==> src/rtl/input_stager_if.sv <==
// Byte handshake between upstream source, input_stager and the downstream counting datapath.
// master is the stager's view; slave is the view of whatever surrounds it.
interface input_stager_if;
    logic [7:0] in_data;
    logic       in_valid;
    logic       in_ready;
    logic [7:0] out_data;
    logic       out_start;
    logic       done;

    modport master (
        input  in_data,
        input  in_valid,
        input  done,
        output in_ready,
        output out_data,
        output out_start
    );

    modport slave (
        output in_data,
        output in_valid,
        output done,
        input  in_ready,
        input  out_data,
        input  out_start
    );
endinterface

==> src/rtl/input_stager.sv <==
// Circular byte FIFO feeding a counting datapath one byte per run; push-to-out_start is 2 cycles, no bypass.
// in_ready drops when the FIFO is full or in reset; the next byte waits for done from the current run.
module input_stager #(
    parameter int DEPTH = 4
) (
    input  logic                     clk,
    input  logic                     rst,
    input_stager_if.master           bus,
    output logic [$clog2(DEPTH):0]   level,
    output logic [7:0]               issued_cnt
);
    localparam int PW = $clog2(DEPTH);
    localparam logic [PW:0] FULL = (PW+1)'(DEPTH);

    typedef enum logic [1:0] {
        IDLE  = 2'd0,
        ISSUE = 2'd1,
        WAIT  = 2'd2
    } state_t;

    state_t          state_q, state_d;
    logic [PW-1:0]   wr_ptr_q, wr_ptr_d;
    logic [PW-1:0]   rd_ptr_q, rd_ptr_d;
    logic [PW:0]     level_q, level_d;
    logic [7:0]      out_data_q, out_data_d;
    logic [7:0]      issued_q, issued_d;
    logic [7:0]      mem_q [DEPTH];
    logic            push;
    logic            pop;
    logic            start;

    // Ready depends only on registered occupancy and reset, never on done.
    assign bus.in_ready  = (level_q != FULL) && !rst;
    assign push          = bus.in_valid && bus.in_ready;
    assign bus.out_data  = out_data_q;
    assign bus.out_start = start;
    assign level         = level_q;
    assign issued_cnt    = issued_q;

    always_comb begin
        state_d    = state_q;
        out_data_d = out_data_q;
        pop        = 1'b0;
        start      = 1'b0;
        case (state_q)
            IDLE: begin
                if (level_q != '0) begin
                    state_d    = ISSUE;
                    out_data_d = mem_q[rd_ptr_q];
                end
            end
            ISSUE: begin
                start   = 1'b1;
                pop     = 1'b1;
                state_d = WAIT;
            end
            WAIT: begin
                if (bus.done) begin
                    state_d = IDLE;
                end
            end
            default: state_d = IDLE;
        endcase
    end

    always_comb begin
        wr_ptr_d = push ? wr_ptr_q + 1'b1 : wr_ptr_q;
        rd_ptr_d = pop  ? rd_ptr_q + 1'b1 : rd_ptr_q;
        issued_d = pop  ? issued_q + 8'd1 : issued_q;
        case ({push, pop})
            2'b10:   level_d = level_q + 1'b1;
            2'b01:   level_d = level_q - 1'b1;
            default: level_d = level_q;
        endcase
    end

    always_ff @(posedge clk) begin
        if (rst) begin
            state_q    <= IDLE;
            wr_ptr_q   <= '0;
            rd_ptr_q   <= '0;
            level_q    <= '0;
            out_data_q <= 8'h00;
            issued_q   <= 8'h00;
        end else begin
            state_q    <= state_d;
            wr_ptr_q   <= wr_ptr_d;
            rd_ptr_q   <= rd_ptr_d;
            level_q    <= level_d;
            out_data_q <= out_data_d;
            issued_q   <= issued_d;
        end
    end

    // Storage needs no reset: occupancy alone decides which entries are live.
    always_ff @(posedge clk) begin
        if (push) begin
            mem_q[wr_ptr_q] <= bus.in_data;
        end
    end
endmodule

==> src/flat_wrapper.sv <==
// flat-port wrapper written by rule: the top's interface ports become plain ports
module input_stager_flat 
#(
    parameter int DEPTH = 4
)
  (clk, rst, level, issued_cnt, bus_in_data, bus_in_valid, bus_done, bus_in_ready, bus_out_data, bus_out_start);
  input_stager_if bus_i ();
  input  logic clk;
  input  logic rst;
  output logic [$clog2(DEPTH):0] level;
  output logic [7:0] issued_cnt;
  input wire logic [$bits(bus_i.in_data)-1:0] bus_in_data;
  input wire logic [$bits(bus_i.in_valid)-1:0] bus_in_valid;
  input wire logic [$bits(bus_i.done)-1:0] bus_done;
  output wire logic [$bits(bus_i.in_ready)-1:0] bus_in_ready;
  output wire logic [$bits(bus_i.out_data)-1:0] bus_out_data;
  output wire logic [$bits(bus_i.out_start)-1:0] bus_out_start;
  assign bus_i.in_data = bus_in_data;
  assign bus_i.in_valid = bus_in_valid;
  assign bus_i.done = bus_done;
  assign bus_in_ready = bus_i.in_ready;
  assign bus_out_data = bus_i.out_data;
  assign bus_out_start = bus_i.out_start;
  input_stager #(.DEPTH(DEPTH)) u_core (.clk(clk), .rst(rst), .bus(bus_i), .level(level), .issued_cnt(issued_cnt));
endmodule
==> config.mk <==
export PLATFORM = sky130hd
export DESIGN_NAME = input_stager_flat
export DESIGN_NICKNAME = d
export VERILOG_FILES = /design/src/rtl/input_stager_if.sv /design/src/rtl/input_stager.sv /design/src/flat_wrapper.sv
export SDC_FILE = /design/constraint.sdc
export NUM_CORES = 1
export LEC_CHECK = 0
export CORE_ASPECT_RATIO = 2
export CORE_MARGIN = 5
export CORE_UTILIZATION = 42
export CTS_BUF_LIST = sky130_fd_sc_hd__clkbuf_16
export DETAILED_ROUTE_END_ITERATION = 16
export GPL_ROUTABILITY_DRIVEN = 0
export GPL_TIMING_DRIVEN = 0
export PLACE_DENSITY = 0.65
export SLEW_MARGIN = 20
export SYNTH_ARGS = -nofsm -noshare
export SYNTH_HDL_FRONTEND = slang
export SYNTH_SLANG_ARGS = --single-unit
==> constraint.sdc <==
create_clock -name clk -period 5.9 [get_ports clk]
set_input_delay 0.885 -clock clk [delete_from_list [all_inputs] [get_ports clk]]
set_output_delay 0.885 -clock clk [all_outputs]
set_load 0.005 [all_outputs]
## Word-level counts from Yosys, hierarchy flattened

Memory sizes are Yosys's and may differ from the RTL's. A register that Yosys moved wholly into a read port is not among the register bits.
Cells that the tools add are included.

| word-level totals | value |
|---|---|
| memories | 1 |
| register bits | 17 |
| output and inout bits | 21 |
| logic and storage cells | 33 |
| bits of input ports | 12 |
| RAM bits | 32 |

Memory list:

| memory | words | bits a word | read ports | clocked after Yosys merged registers in | wr ports | RTL line | text |
|---|---|---|---|---|---|---|---|
| u_core.mem_q | 4 | 8 | 1 | 1 | 1 | input_stager.sv:27 | `logic [7:0] mem_q [DEPTH];` |

| cells by class | value |
|---|---|
| muxes and demuxes | 7 |
| $add $sub $neg | 5 |
| equality and inequality tests | 7 |
| reductions and logical operators | 8 |

Operator list:

| cell | count |
|---|---|
| 8-bit by 1-bit adder with 8-bit output, second input constant | 1 |
| 2-bit case mux with 3 select lines | 1 |
| 3-bit case mux with 2 select lines | 1 |
| 2-bit by 1-bit adder with 2-bit output, second input constant | 2 |
| 2-bit by 1-bit == test with 1-bit output, second input constant | 2 |
| 2-bit == test, second input constant | 2 |
| 2-bit 2-to-1 mux | 2 |
| 2-bit AND reduction | 2 |
| 3-bit by 1-bit adder with 3-bit output, second input constant | 1 |
| 1-bit 2-to-1 mux | 3 |
| 3-bit != test, second input constant | 1 |
| 3-bit nonzero test | 1 |
| 3-bit by 1-bit subtractor with 3-bit output, second input constant | 1 |
| 1-bit logical AND | 2 |
| 2-bit zero test | 1 |
| 2-bit by 1-bit != test with 1-bit output, second input constant | 1 |
| 2-bit != test, second input constant | 1 |
| 2-bit nonzero test | 1 |
| 1-bit zero test | 1 |

## Longest topological paths before layout

| depth | value |
|---|---|
| depth after elaboration | 5 |
| gate-level depth with buffers | 9 |
| gate-level depth less buffers | 9 |

## Worst setup path before layout

OpenSTA, ideal clock, no wires.

| timing path | value |
|---|---|
| path type | in2reg |
| start | input bus_in_valid |
| end | register u_core.level_q[2] (netlist: u_core.level[2]) |
| path buffers | 0 |
| arrival time | 2.261 ns |
| setup slack | 3.569 ns |
| required time | 5.830 ns |
| stages | 8 |
| library setup time | 0.070 ns |
| path through | nor3b_2 -> inv_1 -> ha_1 -> inv_1 -> fa_1 -> xor2_1 -> or3_1 -> a21oi_1 |

| between the ends | value |
|---|---|
| longest elaborated chain between the ends | 3 |
| elaborated cells between the ends (all ways) | 5 |
| those cells by class | eq/ne: 2; mux: 1; reduce/logical: 2 |

RTL lines:

| item | RTL line | text |
|---|---|---|
| start, declared | flat_wrapper.sv:13 | `input wire logic [$bits(bus_i.in_valid)-1:0] bus_in_valid;` |
| 1-bit logical AND (*) | input_stager.sv:34 | `assign push = bus.in_valid && bus.in_ready;` |
| 2-bit by 1-bit == test with 1-bit output or 2-bit == test (tied branches) | input_stager.sv:70 | `case ({push, pop})` |
| 3-bit case mux with 2 select lines or 2-bit nonzero test (tied branches) | n/a |  |
| end signal, assigned | input_stager.sv:89 | `level_q <= level_d;` |
| end, declared | input_stager.sv:24 | `logic [PW:0] level_q, level_d;` |

Mark *: on every way between the ends. The rest lies on a longest branch, timed or not.
A chain may end at the register's enable or synchronous reset.

## Worst setup path after layout

| timing path | value |
|---|---|
| start | input rst |
| end | output bus_in_ready |

| between the ends | value |
|---|---|
| longest elaborated chain between the ends | 2 |

RTL lines:

| item | RTL line | text |
|---|---|---|
| start, declared | flat_wrapper.sv:9 | `input logic rst;` |
| 1-bit zero test | input_stager.sv:33 | `assign bus.in_ready = (level_q != FULL) && !rst;` |
| 1-bit logical AND | input_stager.sv:33 |  |
| end, declared | flat_wrapper.sv:15 | `output wire logic [$bits(bus_i.in_ready)-1:0] bus_in_ready;` |

No other way between the ends.

==> run metrics <==
I/O Buffers 32; # rows 38; hold crit path type flip-flop to flip-flop; sequential fraction of the synthesis area 0.644; mapped cell area 2270 µm²; Worst EP arrival 2.68 ns; hold path start u_core.bus.out_data[4]; R2R depth 9; area grow syn2layout 29.0%; Wirelength per Cell 15.3 µm; crit start category input port; H-tree depth 3; # setup viols final 0; Hold Path End u_core.bus.out_data[4]; Max Cap Viol 0; IO Count 33; Slew Viols, Final 0; maximum clock insertion buffer count 2; run status complete, no violations; CP Max Fanout 10; Distinct cells, synth 33; final clock skew 0.00643 ns; Worst setup EP type output port; setup TNS 0 ns; Post-Route WL 4040 µm; worst reg2reg setup slack 3.72 ns; vias in the first global route 1411; Num CTS Buffers 9; hold_buf cts 0; Max IR drop VDD 0.000305 V; die width 62.0 µm; First-pass DRT Iterations 4; DR vias/cell 5.17; Lkg Pwr 1.03 nW; # diodes 0; share of cells above drive strength 1 0.153; Vias 1359; total design power 0.00131 W; GRT overflow 0; ys flop type edfxtp_1; EDFF count, synth 32; Synth Register Bits 57; Post-Synthesis Cells 155; fin crit share 0.605; RSZ-0062 raised after global routing false; Die Area 7070 µm²; DRT antenna net count 0; hold path cells 1; Critical R2R Launch u_core.level[0]; Clock transition at path regs 0.05 ns; Starting Density 0.426; Final Critical Period 3.57 ns; ys async rst share 0; max_slew headroom 0.609; post-DP HPWL 2730 µm; First DRT Iteration DRCs 41; CTS tree built; Post-Syn Nets 174; first-pass GRT wire length 6720 µm; cell area power density 447 nW/µm²; initial antenna violation count 0; nets@finish 217; Fmax achieved 280 MHz; Worst Tran Pin Value 0.582 ns; Core Box Area 5330 µm²; Yosys warnings 0; WS Path Type input port to output port; Post-route DRC 0; Total GRT Usage 0.133; Avg Synthesized Cell Area 14.7 µm²; CTS resizes 0; r2r endpoint u_core.level[2]; worst skew pair latency 0.32 ns; Final Hold Viols 0; pin count of the biggest net entering global routing 11; clock tree sinks 57; total setup buffers inserted after CTS 0; height of the die 114 µm; worst path required time 5.02 ns; root buffer cell clkbuf_16
## cells in the mapped netlist (3+ instances only)
cell type,count,area [µm²]
edfxtp_1,32,961
dfxtp_1,25,500
nor2_1,14,52.6
a22o_1,8,70.1
inv_1,8,30.0
mux4_2,8,180
a21oi_1,6,30.0
ha_1,6,75.1
and2_1,4,25.0
o21ai_0,4,20.0
or3_1,4,25.0
nor2b_1,3,18.8
xnor2_1,3,26.3
xor2_1,3,26.3
## sequential cells by signal, indices dropped and copies added (netlist names)
register	count
u_core.rd_ptr_q	2
u_core.issued_cnt	8
u_core.wr_ptr_q	2
u_core.bus.out_data	8
u_core.level	3
u_core.mem_q	32
u_core.state_q	2
## cell type report
| cell class | instances | area, µm² |
|---|---|---|
| fill | 457 | 2390 |
| sequential | 57 | 1460 |
| multi-input combinational | 84 | 741 |
| timing repair buffer | 32 | 320 |
| clock buffer | 9 | 225 |
| tap | 60 | 75.1 |
| clock inverter | 7 | 38.8 |
| buffer | 6 | 38.8 |
| inverter | 8 | 30.0 |
## metal layers
metal,up-vias,global-route usage,share of wire
li1,664,-,-
met1,653,0.156,0.41
met2,32,0.202,0.50
met3,10,0.0498,0.060
met4,0,0.0722,0.022
met5,-,0,0
## power breakdown
group	leakage, nW	switching [W]	internal [W]
logic	0.405	0.000144	0.000192
clock network	0.134	0.000168	0.000278
registers	0.494	0.0000421	0.000485
total	1.03	0.000355	0.000955
## placed cells by master (no fill, tap or decap), drive strengths merged
cell	count
clkinv	5
nor3b	2
mux2i	2
xor2	3
inv	9
nand3	1
ha	6
edfxtp	32
nand4b	1
o31a	1
nor4	1
mux2	3
mux4	8
dfxtp	25
fa	1
nand3b	2
nand2	2
a21oi	6
nor3	1
and2	4
clkinvlp	1
xnor2	3
nor2b	3
buf	6
clkbuf	9
and3	2
clkdlybuf4s50	32
nand4	2
a22o	8
or3	4
o21ai	4
nor2	14
## stage by stage
step	std cells	hold slack [ns]	instance area (µm²)	worst slack, ns	utilization
after detailed placement	247	0.469	2670	2.32	0.501
after global routing	263	0.496	2930	2.18	0.550
final	263	0.473	2930	2.33	0.550
after CTS	263	0.481	2930	2.29	0.550
after global placement	247	0.461	2670	2.34	0.501
after floorplan	155	0.466	2270	3.57	-
## how the worst max path moves through the flow
stage	start	endpoint	cells after the start
after floorplan	bus_in_valid	u_core.level[2]	8
after global placement	rst	bus_in_ready	5
after detailed placement	rst	bus_in_ready	5
after CTS	rst	bus_in_ready	5
after global routing	rst	bus_in_ready	5
final	rst	bus_in_ready	5
## logic make-up after synthesis
group,after synthesis,share of synthesized area
XOR/XNOR,6,0.0231
multiplexers,13,0.103
AND/OR/NAND/NOR,39,0.101
adder cells (fa/ha/maj),7,0.0419
AO/OA/AOI/OAI,19,0.0573
buffers and inverters,14,0.0303
flip-flops,57,0.644
## worst max-delay path, stage by stage
cell             delay, ns
clkdlybuf4s50_1       0.58
buf_2                 0.27
buf_1                 0.38
nor2_1                0.10
clkdlybuf4s50_1       0.46
(Power assumes the default switching activity.)
